`src/rtl/attn_coef_loader.sv`:
```
// Multi-head attention coefficient loader: streams NUM_HEADS*A_DEPTH words from the
// coefficient BRAM into a flat register bank, with configurable read latency, reload and abort.
module attn_coef_loader #(
  parameter int unsigned DATA_WIDTH = 8,
  parameter int unsigned A_DEPTH    = 16,
  parameter int unsigned NUM_HEADS  = 2,
  parameter int unsigned RD_LAT     = 1,
  parameter int unsigned A_ADDR_W   = (NUM_HEADS * A_DEPTH > 1) ?
                                      $clog2(NUM_HEADS * A_DEPTH) : 1
) (
  input  logic                                   clk,
  input  logic                                   rst_n,
  input  logic                                   start_i,
  input  logic                                   clear_i,
  output logic                                   busy_o,
  output logic                                   a_rdy_o,
  input  logic [DATA_WIDTH-1:0]                  a_bram_dout,
  output logic                                   a_bram_enb,
  output logic [A_ADDR_W-1:0]                    a_bram_addrb,
  output logic [NUM_HEADS*A_DEPTH*DATA_WIDTH-1:0] a_flat_o
);

  localparam int unsigned TOTAL = NUM_HEADS * A_DEPTH;
  localparam int unsigned CNT_W = $clog2(TOTAL + 1);
  localparam logic [CNT_W-1:0] LastIdx  = CNT_W'(TOTAL - 1);
  localparam logic [CNT_W-1:0] TotalCnt = CNT_W'(TOTAL);

  typedef enum logic [1:0] {StIdle, StIssue, StDrain, StDone} state_e;

  state_e                state_q, state_d;
  logic [CNT_W-1:0]      issue_cnt_q, issue_cnt_d;
  logic [CNT_W-1:0]      cap_cnt_q, cap_cnt_d;
  logic [RD_LAT-1:0]     vld_q, vld_d;
  logic [A_ADDR_W-1:0]   addr_q, addr_d;
  logic [DATA_WIDTH-1:0] word_q [TOTAL];
  logic                  cap_en;
  logic                  load_go;

  // Clear discards whatever is still in flight, including a capture due this cycle.
  assign cap_en  = vld_q[RD_LAT-1] && !clear_i;
  assign load_go = !clear_i && start_i && (state_q == StIdle || state_q == StDone);

  // State register
  always_ff @(posedge clk or negedge rst_n) begin
    if (!rst_n) begin
      state_q <= StIdle;
    end else begin
      state_q <= state_d;
    end
  end

  // Next-state logic
  always_comb begin
    state_d = state_q;
    if (clear_i) begin
      state_d = StIdle;
    end else begin
      unique case (state_q)
        StIdle, StDone: if (start_i) state_d = StIssue;
        StIssue:        if (issue_cnt_q == LastIdx) state_d = StDrain;
        // Enter DONE on the final capture so ready rises the cycle the last word lands.
        StDrain:        if (cap_en && cap_cnt_q == LastIdx) state_d = StDone;
        default:        state_d = StIdle;
      endcase
    end
  end

  // Outputs
  always_comb begin
    a_bram_enb   = (state_q == StIssue);
    busy_o       = (state_q == StIssue) || (state_q == StDrain);
    a_rdy_o      = (state_q == StDone);
    a_bram_addrb = a_bram_enb ? A_ADDR_W'(issue_cnt_q) : addr_q;
  end

  // Counters, valid pipe and held address
  always_comb begin
    issue_cnt_d = issue_cnt_q;
    cap_cnt_d   = cap_cnt_q;
    addr_d      = addr_q;
    vld_d[0]    = a_bram_enb;
    for (int i = 1; i < RD_LAT; i++) begin
      vld_d[i] = vld_q[i-1];
    end
    if (clear_i) begin
      vld_d       = '0;
      issue_cnt_d = '0;
      cap_cnt_d   = '0;
    end else if (load_go) begin
      issue_cnt_d = '0;
      cap_cnt_d   = '0;
    end else begin
      if (a_bram_enb) begin
        addr_d = a_bram_addrb;
        if (issue_cnt_q != TotalCnt) issue_cnt_d = issue_cnt_q + CNT_W'(1);
      end
      if (cap_en && cap_cnt_q != TotalCnt) cap_cnt_d = cap_cnt_q + CNT_W'(1);
    end
  end

  always_ff @(posedge clk or negedge rst_n) begin
    if (!rst_n) begin
      issue_cnt_q <= '0;
      cap_cnt_q   <= '0;
      vld_q       <= '0;
      addr_q      <= '0;
    end else begin
      issue_cnt_q <= issue_cnt_d;
      cap_cnt_q   <= cap_cnt_d;
      vld_q       <= vld_d;
      addr_q      <= addr_d;
    end
  end

  // Coefficient bank; words not yet rewritten keep their previous contents.
  always_ff @(posedge clk or negedge rst_n) begin
    if (!rst_n) begin
      for (int i = 0; i < TOTAL; i++) begin
        word_q[i] <= '0;
      end
    end else begin
      for (int i = 0; i < TOTAL; i++) begin
        if (cap_en && cap_cnt_q == CNT_W'(i)) word_q[i] <= a_bram_dout;
      end
    end
  end

  for (genvar n = 0; n < TOTAL; n++) begin : g_flat
    assign a_flat_o[n*DATA_WIDTH +: DATA_WIDTH] = word_q[n];
  end

endmodule

```
`config.mk`:
```
export PLATFORM = sky130hd
export DESIGN_NAME = attn_coef_loader
export DESIGN_NICKNAME = d
export VERILOG_FILES = /design/src/rtl/attn_coef_loader.sv
export SDC_FILE = /design/constraint.sdc
export NUM_CORES = 1
export LEC_CHECK = 0
export CAP_MARGIN = 10
export CORE_MARGIN = 1
export CORE_UTILIZATION = 53
export DETAILED_ROUTE_END_ITERATION = 10
export GPL_TIMING_DRIVEN = 1
export PLACE_DENSITY = 0.89
export SYNTH_ARGS = -nofsm -noshare
export SYNTH_HDL_FRONTEND = slang
export SYNTH_SLANG_ARGS = --single-unit
```
`constraint.sdc`:
```
create_clock -name clk -period 3.8 [get_ports clk]
set_input_delay 0.76 -clock clk [delete_from_list [all_inputs] [get_ports clk]]
set_output_delay 0.76 -clock clk [all_outputs]
set_load 0.01 [all_outputs]
```
==> flow_summary.json <==
{
  "cpMaxStageDelayCell": "clkdlybuf4s50_1",
  "crit_type": "reg -> out",
  "busiest_layer": "met2",
  "rows": 52,
  "cts_hold_buf": 0,
  "dr.pass1.iters": 4,
  "postCtsSetupRepairBufs": 0,
  "synthTopCellsByCount": "dfrtp_1, mux2_2, clkbuf_1",
  "syn_nets": 725,
  "drc": 0,
  "grt_use_met1_pct": 34.8,
  "htreeDepth": 1,
  "cts_buffers": 28,
  "dr.first_iter.drc_count": 323,
  "synth_top_cell_area_share_pct": 62.6,
  "peakVddDrop_mv": 0.449,
  "placed_cell_area_mm2": 0.0141,
  "antenna_found_initial": 1,
  "yosysSeqAreaShare_pct": 62.6,
  "period_minus_slack_ns": 3.06,
  "routed_wl_mm": 28.4,
  "critPathBufInv": 2,
  "vias": 6978,
  "ys_types": 50,
  "totalNegativeSetupSlack_ns": 0,
  "synth.area.top_cells": "dfrtp_1, mux2_2, ha_1",
  "grt_remaining_overflow": 0,
  "grt_pass1_vias": 7444,
  "yosysTopAreaCell": "dfrtp_1",
  "pin_count": 276,
  "hold_viol": 0,
  "setup_ws_ns": 0.741,
  "fin_area_mm2": 0.0152,
  "clockBufferDepth": 3,
  "cts-root-buf": "clkbuf_16",
  "dpl.hpwl_mm": 19.2,
  "required_ns": 3.04,
  "grt_max_degree": 125,
  "worstMarginPinSlew_ns": 0.907,
  "io_buffers": 275,
  "ys_warn_count": 0,
  "place.gp.congestion": 0.863,
  "die_h_um": 146,
  "grt_pass1_wl_mm": 44.2,
  "cts.clk_slew.worst_paths_ns": 0.06,
  "crit_family": "buffers and inverters",
  "via_per_inst": 5.46,
  "crit_path_end_kind": "output port",
  "slowest_delay_ns": 0.48,
  "diodes": 0,
  "drv_cap": 0,
  "async_flop_share_pct": 100,
  "skew_ns": 0.0113,
  "globalRouteMet3Util_pct": 6.84,
  "synth_edf_count": 0,
  "met2_usage_pct": 44.2,
  "start_util_pct": 54.4,
  "path_max_fanout": 10,
  "setup_viol": 0,
  "synthesis.instances": 704,
  "post_synth.cell_area_avg_um2": 15.7,
  "wl_per_cell_um": 22.2,
  "syn_to_final_growth_pct": 37.3,
  "arrival_ns": 2.30,
  "whs_ns": 0.330,
  "power_density_mw_per_mm2": 458,
  "yosysMostFrequentCell": "dfrtp_1",
  "cts-resized-gates": 0,
  "place_inst": 1227,
  "fmax_ghz": 0.327,
  "rsz0062_at_grt": "no",
  "dieWidth_um": 146,
  "syn-cell-area_mm2": 0.0110,
  "hold_path_class": "in -> async",
  "clock_sinks": 276,
  "cts_tree": "done",
  "ant_nets": 0,
  "clock_latency_ns": 0.53,
  "maxSlewHeadroom_pct": 39.6,
  "path_cells": "inv_1 -> ha_1 -> mux2_2 -> clkdlybuf4s50_1",
  "p_leak_uw": 0.00729,
  "status": "complete, no violations",
  "place_ws_ns": 0.832,
  "yosys_register_bits": 276,
  "slew_violations": 0,
  "drive_gt1_share_pct": 36.7,
  "synth_ff_type": "dfrtp_1",
  "nets": 1008,
  "dieArea_mm2": 0.0214,
  "fin_crit_sh_pct": 80.5,
  "start_kind": "flop",
  "final_cells": 1279,
  "gr-usage-all-layers_pct": 27.0,
  "core_area_mm2": 0.0203
}
## cells in the final DEF, fill, tap and decap left out, drive strengths merged, types with 3 or more instances in the layout
master and n:
dfrtp 276, clkdlybuf4s50 274, mux2 264, clkbuf 37
nor2 26, nand2 20, buf 18, inv 11
ha 9, nand4 8, clkinv 7, bufinv 6
nor3 5, xor2 4, nand3 4, nand2b 3
xnor2 3, o21ai 3, nor2b 3
## flip-flops by register name (all words and copies together), names as in the netlist
| name | flops |
|---|---|
| a_flat_o | 256 |
| cap_cnt_q | 6 |
| issue_cnt_q | 6 |
| addr_q | 5 |
| state_q | 2 |
| vld_q | 1 |
## stage by stage
| stage | utilization (%) | total power [uW] |
|---|---|---|
| final | 74.7 | 6940 |
| after global routing | 74.7 | 7140 |
| after CTS | 74.7 | 6980 |
| after detailed placement | 69.4 | 3890 |
| after global placement | 69.4 | 3870 |
| after floorplan | - | 3500 |
## final timing paths
| path | cells past startpoint | from | slack, ns | endpoint |
|---|---|---|---|---|
| max in group asynchronous | 2 | rst_n | 2.48 | a_flat_o[130]$_DFFE_PN0P_ |
| setup / recovery | 4 | state_q[1]$_DFFE_PN0P_ | 0.74 | a_bram_addrb[3] |
| setup reg to reg | 3 | cap_cnt_q[3]$_DFFE_PN0P_ | 1.61 | a_flat_o[68]$_DFFE_PN0P_ |
| hold / removal | 1 | rst_n | 0.33 | addr_q[3]$_DFFE_PN0P_ |
| min in group clk | 2 | addr_q[0]$_DFFE_PN0P_ | 0.48 | addr_q[0]$_DFFE_PN0P_ |
| hold reg to reg | 2 | addr_q[0]$_DFFE_PN0P_ | 0.48 | addr_q[0]$_DFFE_PN0P_ |
## routing by layer
metal | wire [um] | part of all wire [%]
met5 | 0 | 0
met4 | 1030 | 3.6
met3 | 1840 | 6.5
met2 | 13800 | 49
met1 | 11700 | 41
## where the power goes
part	internal (uW)	switching [uW]
clock	1950	1160
sequential	3040	68.3
combinational	338	376
total	5330	1600
## cell families after synthesis
family	share of synthesized area [%]
and+or+nand+nor	5.46
buffers and inverters	1.98
DFF	62.6
muxes	27.1
adders and majority gates	1.02
AOI/OAI and AO/OA	1.31
xor gates and xnor gates	0.555
## final cells by class
type                       instances  area [um^2]
clock inverter                    15          234
tap                              270          338
timing repair buffer             292         2890
sequential                       276         6910
clock buffer                      37          836
fill                            1276         5140
inverter                          11         41.3
multi-input combinational        378         3920
Note: power is estimated with default switching activity, not from simulation.
